$ cat src/rtl/aqua_pkg.sv
// Shared definitions for the vending change path: coin values in change units
// (1 unit = 5 Rs) and the change_dispenser state/coin encodings.
package aqua_pkg;

   localparam int unsigned COIN5_UNITS  = 1;
   localparam int unsigned COIN10_UNITS = 2;

   typedef enum logic [2:0] {
      ST_IDLE,
      ST_SELECT,
      ST_EJECT,
      ST_WAIT_SENSE,
      ST_GAP,
      ST_DONE,
      ST_FAULT
   } disp_state_e;

   typedef enum logic {
      COIN_5  = 1'b0,
      COIN_10 = 1'b1
   } coin_e;

   // Value of one coin of the given type, in change units.
   function automatic int unsigned coin_units(input coin_e coin);
      return (coin == COIN_10) ? COIN10_UNITS : COIN5_UNITS;
   endfunction

endpackage

$ cat src/rtl/eject_timer.sv
// Loadable down-counter; expired_c is high whenever the count has reached zero.
module eject_timer #(
   parameter int unsigned CNT_W = 6
) (
   input  logic             clk,
   input  logic             reset,
   input  logic             load,
   input  logic [CNT_W-1:0] load_val,
   output logic             expired_c
);

   logic [CNT_W-1:0] count;

   // Load wins over counting; the counter parks at zero.
   always_ff @(posedge clk or negedge reset) begin
      if (!reset) begin
         count <= '0;
      end else if (load) begin
         count <= load_val;
      end else if (count != '0) begin
         count <= count - CNT_W'(1);
      end
   end

   assign expired_c = (count == '0);

endmodule

$ cat src/rtl/change_dispenser.sv
// Pays out owed change one coin at a time from a 10 Rs and a 5 Rs hopper,
// confirming each drop on the exit sensor with bounded retries before faulting.
module change_dispenser #(
   parameter int unsigned AMT_W         = 4,
   parameter int unsigned SENSE_TIMEOUT = 50,
   parameter int unsigned GAP_CYCLES    = 4,
   parameter int unsigned MAX_RETRY     = 2
) (
   input  logic             clk,
   input  logic             reset,
   input  logic             req_valid,
   input  logic [AMT_W-1:0] req_amount,
   output logic             req_ready,
   output logic             eject10,
   output logic             eject5,
   input  logic             sense10,
   input  logic             sense5,
   input  logic             empty10,
   input  logic             empty5,
   output logic             done,
   output logic             fault,
   input  logic             fault_clr,
   output logic [AMT_W-1:0] owed
);

   import aqua_pkg::*;

   localparam int unsigned TMR_MAX = (SENSE_TIMEOUT > GAP_CYCLES) ? SENSE_TIMEOUT : GAP_CYCLES;
   localparam int unsigned TMR_W   = (TMR_MAX > 1) ? $clog2(TMR_MAX) : 1;
   localparam int unsigned RETRY_W = (MAX_RETRY > 0) ? $clog2(MAX_RETRY + 1) : 1;

   disp_state_e        state, state_nxt;
   coin_e              coin, coin_nxt;
   logic [AMT_W-1:0]   owed_nxt;
   logic [RETRY_W-1:0] retry, retry_nxt;
   logic               req_ready_nxt, eject10_nxt, eject5_nxt, done_nxt, fault_nxt;

   logic               tmr_load_c;
   logic [TMR_W-1:0]   tmr_val_c;
   logic               tmr_expired_c;
   logic               sense_sel_c;
   logic [AMT_W-1:0]   units_c;

   // One timer serves both the sense window and the inter-coin settle gap.
   eject_timer #(
      .CNT_W(TMR_W)
   ) u_timer (
      .clk      (clk),
      .reset    (reset),
      .load     (tmr_load_c),
      .load_val (tmr_val_c),
      .expired_c(tmr_expired_c)
   );

   // Only the hopper that was just fired can confirm a coin.
   assign sense_sel_c = (coin == COIN_10) ? sense10 : sense5;
   assign units_c     = AMT_W'(coin_units(coin));

   always_ff @(posedge clk or negedge reset) begin
      if (!reset) begin
         state     <= ST_IDLE;
         coin      <= COIN_5;
         owed      <= '0;
         retry     <= '0;
         req_ready <= 1'b0;
         eject10   <= 1'b0;
         eject5    <= 1'b0;
         done      <= 1'b0;
         fault     <= 1'b0;
      end else begin
         state     <= state_nxt;
         coin      <= coin_nxt;
         owed      <= owed_nxt;
         retry     <= retry_nxt;
         req_ready <= req_ready_nxt;
         eject10   <= eject10_nxt;
         eject5    <= eject5_nxt;
         done      <= done_nxt;
         fault     <= fault_nxt;
      end
   end

   // Next state, datapath updates and next registered outputs.
   always_comb begin
      state_nxt  = state;
      coin_nxt   = coin;
      owed_nxt   = owed;
      retry_nxt  = retry;
      tmr_load_c = 1'b0;
      tmr_val_c  = '0;

      case (state)
         ST_IDLE: begin
            if (req_valid && req_ready) begin
               owed_nxt  = req_amount;
               retry_nxt = '0;
               state_nxt = (req_amount == '0) ? ST_DONE : ST_SELECT;
            end
         end

         ST_SELECT: begin
            // Greedy: 10 Rs whenever at least two units remain and it is stocked.
            if (owed == '0) begin
               state_nxt = ST_DONE;
            end else if ((owed >= AMT_W'(COIN10_UNITS)) && !empty10) begin
               coin_nxt  = COIN_10;
               state_nxt = ST_EJECT;
            end else if (!empty5) begin
               coin_nxt  = COIN_5;
               state_nxt = ST_EJECT;
            end else begin
               state_nxt = ST_FAULT;
            end
         end

         ST_EJECT: begin
            tmr_load_c = 1'b1;
            tmr_val_c  = TMR_W'(SENSE_TIMEOUT - 1);
            state_nxt  = ST_WAIT_SENSE;
         end

         ST_WAIT_SENSE: begin
            // A sense on the expiry cycle still counts the coin.
            if (sense_sel_c) begin
               owed_nxt   = (owed > units_c) ? (owed - units_c) : '0;
               retry_nxt  = '0;
               tmr_load_c = 1'b1;
               tmr_val_c  = TMR_W'(GAP_CYCLES - 1);
               state_nxt  = ST_GAP;
            end else if (tmr_expired_c) begin
               if (retry < RETRY_W'(MAX_RETRY)) begin
                  retry_nxt = retry + RETRY_W'(1);
                  state_nxt = ST_EJECT;
               end else begin
                  state_nxt = ST_FAULT;
               end
            end
         end

         ST_GAP: begin
            if (tmr_expired_c) begin
               state_nxt = ST_SELECT;
            end
         end

         ST_DONE: begin
            owed_nxt  = '0;
            state_nxt = ST_IDLE;
         end

         ST_FAULT: begin
            if (fault_clr) begin
               owed_nxt  = '0;
               retry_nxt = '0;
               state_nxt = ST_IDLE;
            end
         end

         default: begin
            state_nxt = ST_IDLE;
         end
      endcase

      req_ready_nxt = (state_nxt == ST_IDLE);
      eject10_nxt   = (state_nxt == ST_EJECT) && (coin_nxt == COIN_10);
      eject5_nxt    = (state_nxt == ST_EJECT) && (coin_nxt == COIN_5);
      done_nxt      = (state_nxt == ST_DONE);
      fault_nxt     = (state_nxt == ST_FAULT);
   end

endmodule

$ cat config.mk
export PLATFORM = sky130hd
export DESIGN_NAME = change_dispenser
export DESIGN_NICKNAME = d
export VERILOG_FILES = /design/src/rtl/aqua_pkg.sv /design/src/rtl/eject_timer.sv /design/src/rtl/change_dispenser.sv
export SDC_FILE = /design/constraint.sdc
export NUM_CORES = 1
export LEC_CHECK = 0
export ABC_AREA = 1
export CAP_MARGIN = 0
export CORE_MARGIN = 4
export CORE_UTILIZATION = 52
export CTS_CLUSTER_SIZE = 20
export DETAILED_ROUTE_END_ITERATION = 12
export PLACE_DENSITY = 0.83
export SYNTH_ARGS = -nofsm -noshare
export SYNTH_HDL_FRONTEND = slang
export SYNTH_SLANG_ARGS = --single-unit
$ cat constraint.sdc
create_clock -name clk -period 3.4 [get_ports clk]
set_input_delay 1.02 -clock clk [delete_from_list [all_inputs] [get_ports clk]]
set_output_delay 1.02 -clock clk [all_outputs]
set_load 0.03 [all_outputs]
==> out/metrics.sh <==
SYNTH-XOR-AREA-SHARE=0.0313
MULTI_INPUT_AREA_UM2=757
CP-END-KIND='output port'
ITERATION_0_DRC_COUNT_OF_THE_DETAILED_ROUTER=54
CORE-AREA_MM2=0.00252
SYNTHADDERAREAFRAC=0.0501
FF_LATCH_AREA_UM2=526
IO_BUFFERS=20
SLOWEST_STAGE='sky130_fd_sc_hd__clkdlybuf4s50_1'
CRITPATHLAUNCHTYPE='flip-flop'
TRITONCTS_CLOCK_TREE='yes'
CELLLEAKAGEPOWER_nW=0.871
GRT_REMAINING_OVERFLOW=0
SWITCHING_POWER_AS_A_SHARE_OF_TOTAL_POWER=0.511
FIN_SKEW_NS=0.00723
FIN_CELLS=241
P_SW_uW=792
CTS-HTREE-LEVELS=1
DIE_Y_UM=59.9
ANTENNA_VIOLATING_NETS_POST_ROUTE=0
SYNTH_COMPOUND_GATE_AREA_SHARE=0.0859
GRT_PASS1_WL_UM=5280
SYNTHCELLS=186
WORSTPATHBUFFERINVERTERCOUNT=1
FP-ROW-COUNT=18
POWER.DENSITY_mW_PER_MM2=928
DRC_ERRORS=0
IO-PIN-COUNT=21
CTSHOLDBUFFERS=0
SYN-CELL-AREA_MM2=0.00140
FLOORPLAN.DIE_AREA_MM2=0.00358
SLEW_VIOLATIONS=0
DETAIL_ROUTE.WL_PER_CELL_UM=12.4
VDD_DROP_MAX_V=0.000584
INSERTEDDIODECOUNT=0
PWR-SHARE-CLK=0.079
FIN_SETUP_TNS_NS=0
CTS.ROOT.BUFFER_CELL='sky130_fd_sc_hd__clkbuf_4'
CLOCK_TREE.BUFFER_DEPTH=2
P_SEQ_FRAC=0.307
ANTENNA_FOUND_INITIAL=0
CLOCK_SINK_COUNT=21
SYNTHARSTFLOPSHARE=1.00
NUMBER_OF_GLOBAL_ROUTE_VIAS_BEFORE_REPAIR=1193
SYNTHFLOPTYPE='sky130_fd_sc_hd__dfrtp_1'
FINAL_LAYOUT_SIZE_SUFFIX_GT1_FRAC=0.161
SIMPLE_GATE_AREA_SHARE_OF_THE_YOSYS_NETLIST=0.374
LAYOUT_MIN_CYCLE_TIME_NS=2.53
FLOORPLAN.DIE.WIDTH_UM=59.9
YOSYSSEQAREASHARE=0.376
WORST-ENDPOINT-ARRIVAL_NS=1.51
R2R_SLACK_NS=1.49
PATH_MAX_FANOUT=5
DP_CELLS=237
POSTCTS_RESIZE_CNT=0
LAYOUT.CELLS.MOST_COMMON_LIST='sky130_fd_sc_hd__nand2_1 (43), sky130_fd_sc_hd__inv_1 (26), sky130_fd_sc_hd__dfrtp_1 (21)'
DRT-VIAS-PER-INSTANCE=5.22
INITIAL_UTILIZATION=0.555
FINALNETCOUNT=229
MAX_CLOCK_FREQ_MHz=395
POST_SYNTH.CELL_AREA_AVG_UM2=7.52
CP_CELL_INSTANCES='clkdlybuf4s50_1'
SYNTH_CELL_TYPES=25
FIRST_PASS_ITERS=6
MAX-SLEW-MARGIN-REL=0.789
FIN_WORST_HOLD_SLACK_NS=0.536
SYNTHESIS.YOSYS.WARNINGS=0
FINAL_CYCLE_SHARE=0.745
LAYOUT_COMMONEST_CELL='sky130_fd_sc_hd__nand2_1'
MAPPEDNETLISTNETS=203
SYNTH-EDFF-COUNT=0
GRT_SETUP_UNREPAIRED='no'
WORSTHOLDPATHTYPE='flip-flop to flip-flop'
CTS.REPORTEDPATHS.CLKPINSLEW_NS=0.12
CTS-BUFFERS-INSERTED=3
GRT_USE_TOTAL=0.195
MAX_CAP_VIOLATIONS=0
N_FILL_CELL=205
HOLD_VIOL_FINAL=0
GRT_START_MAX_NET_PINS=22
SETUP-VIOLATIONS-FINAL=0
ROUTED_WL_UM=3000
POST_CTS_SETUP_BUFFER_COUNT=0
LARGEST_FAMILY_OF_LOGIC_CELLS_BY_SYNTHESIZED_AREA='simple AND/OR/NAND/NOR gates'
WORSTSETUPPATHTYPE='flip-flop to output port'
YS_FF_LATCH=21
SLOWEST_STAGE_DELAY_CP_NS=0.72
REQUIRED_NS=2.38
SYNTHTOLAYOUTAREAGROWTH_PCT=19.5
WORST-SLEW-PIN-TRANSITION_NS=0.312
PLACE.DETAILED.HPWL_UM=2460
CRITPATHTOPFAMILY='buffers and inverters'
INTERNAL_POWER_uW=759
STATUS='complete, no violations'
INSERTION_DELAY_NS=0.31
VIAS=1259
GPL.FINAL_WEIGHTED_CONGESTION=0.883
POWER.SHARE.COMBINATIONAL=0.614
MUXSHAREOFSYNTHAREA=0
[flip-flops by register name, indices dropped and copies added (netlist names)]
register / cells
coin: 1
done: 1
eject10: 1
eject5: 1
fault: 1
owed: 4
req_ready: 1
retry: 2
state: 3
u_timer.count: 6
[path summary, 6_finish.rpt]
path                                              startpoint                            to  cells after the start
worst max-delay path                     owed[1]$_DFFE_PN0P_                       owed[1]                      1
worst min-delay path            u_timer.count[0]$_DFFE_PN0P_  u_timer.count[0]$_DFFE_PN0P_                      1
worst max register to register                coin$_DFF_PN0_           owed[2]$_DFFE_PN0P_                     10
worst min register to register  u_timer.count[0]$_DFFE_PN0P_  u_timer.count[0]$_DFFE_PN0P_                      1
max in group asynchronous                              reset               fault$_DFF_PN0_                      2
min in group asynchronous                              reset          retry[1]$_DFFE_PN0P_                      2
[power by group through the flow]
stage | registers [mW] | clock network (mW) | logic [mW]
global route | 0.493 | 0.134 | 1.08
detailed placement | 0.479 | 0 | 0.952
finish | 0.476 | 0.122 | 0.953
CTS | 0.474 | 0.125 | 0.959
global placement | 0.472 | 0 | 0.923
floorplan | 0.542 | 0 | 0.624
[logic make-up (layout without fill, tap and decap cells)]
group	Yosys count	in the layout
DFF	21	21
and+or+nand+nor	102	102
AOI/OAI and AO/OA	22	22
buffers and inverters	31	56
xor gates and xnor gates	5	5
adders and majority gates	5	5
[per-stage QoR]
stage               instance area (µm²)   util  power (mW)  worst slack (ns)
floorplan                          1400      -        1.17              1.58
global placement                   1640  0.652        1.39              1.06
detailed placement                 1640  0.652        1.43              1.05
CTS                                1670  0.663        1.56             0.852
global route                       1670  0.663        1.71             0.820
finish                             1670  0.663        1.55             0.866
[per-layer routing]
metal | part of all wire | GRT usage
met1 | 0.45 | 0.265
met2 | 0.47 | 0.313
met3 | 0.062 | 0.0346
met4 | 0.015 | 0.0665
met5 | 0 | 0
[final cells by class]
type                            count  share of cell area
Sequential cell                    21               0.314
Tap cell                           30              0.0225
Timing Repair Buffer               21               0.124
Clock buffer                        3              0.0135
Inverter                           31              0.0696
Multi-Input combinational cell    134               0.453
Clock inverter                      1             0.00299
[synthesized netlist by cell type (2+ instances only)]
master	instances	area share
sky130_fd_sc_hd__nor2_4	5	0.040
sky130_fd_sc_hd__nand3_2	7	0.050
sky130_fd_sc_hd__xor2_1	5	0.031
sky130_fd_sc_hd__nor2_1	15	0.040
sky130_fd_sc_hd__a21oi_1	5	0.018
sky130_fd_sc_hd__nand2_2	6	0.027
sky130_fd_sc_hd__nor2_2	4	0.018
sky130_fd_sc_hd__dfrtp_1	21	0.38
sky130_fd_sc_hd__nand3_1	12	0.043
sky130_fd_sc_hd__nor3_1	5	0.018
sky130_fd_sc_hd__o21ai_0	6	0.021
sky130_fd_sc_hd__inv_2	5	0.013
sky130_fd_sc_hd__o21ai_1	7	0.025
sky130_fd_sc_hd__ha_1	4	0.036
sky130_fd_sc_hd__nand2_1	43	0.12
sky130_fd_sc_hd__nand4_1	2	0.0089
sky130_fd_sc_hd__inv_1	26	0.070
Power figures use the tool's default switching activity.
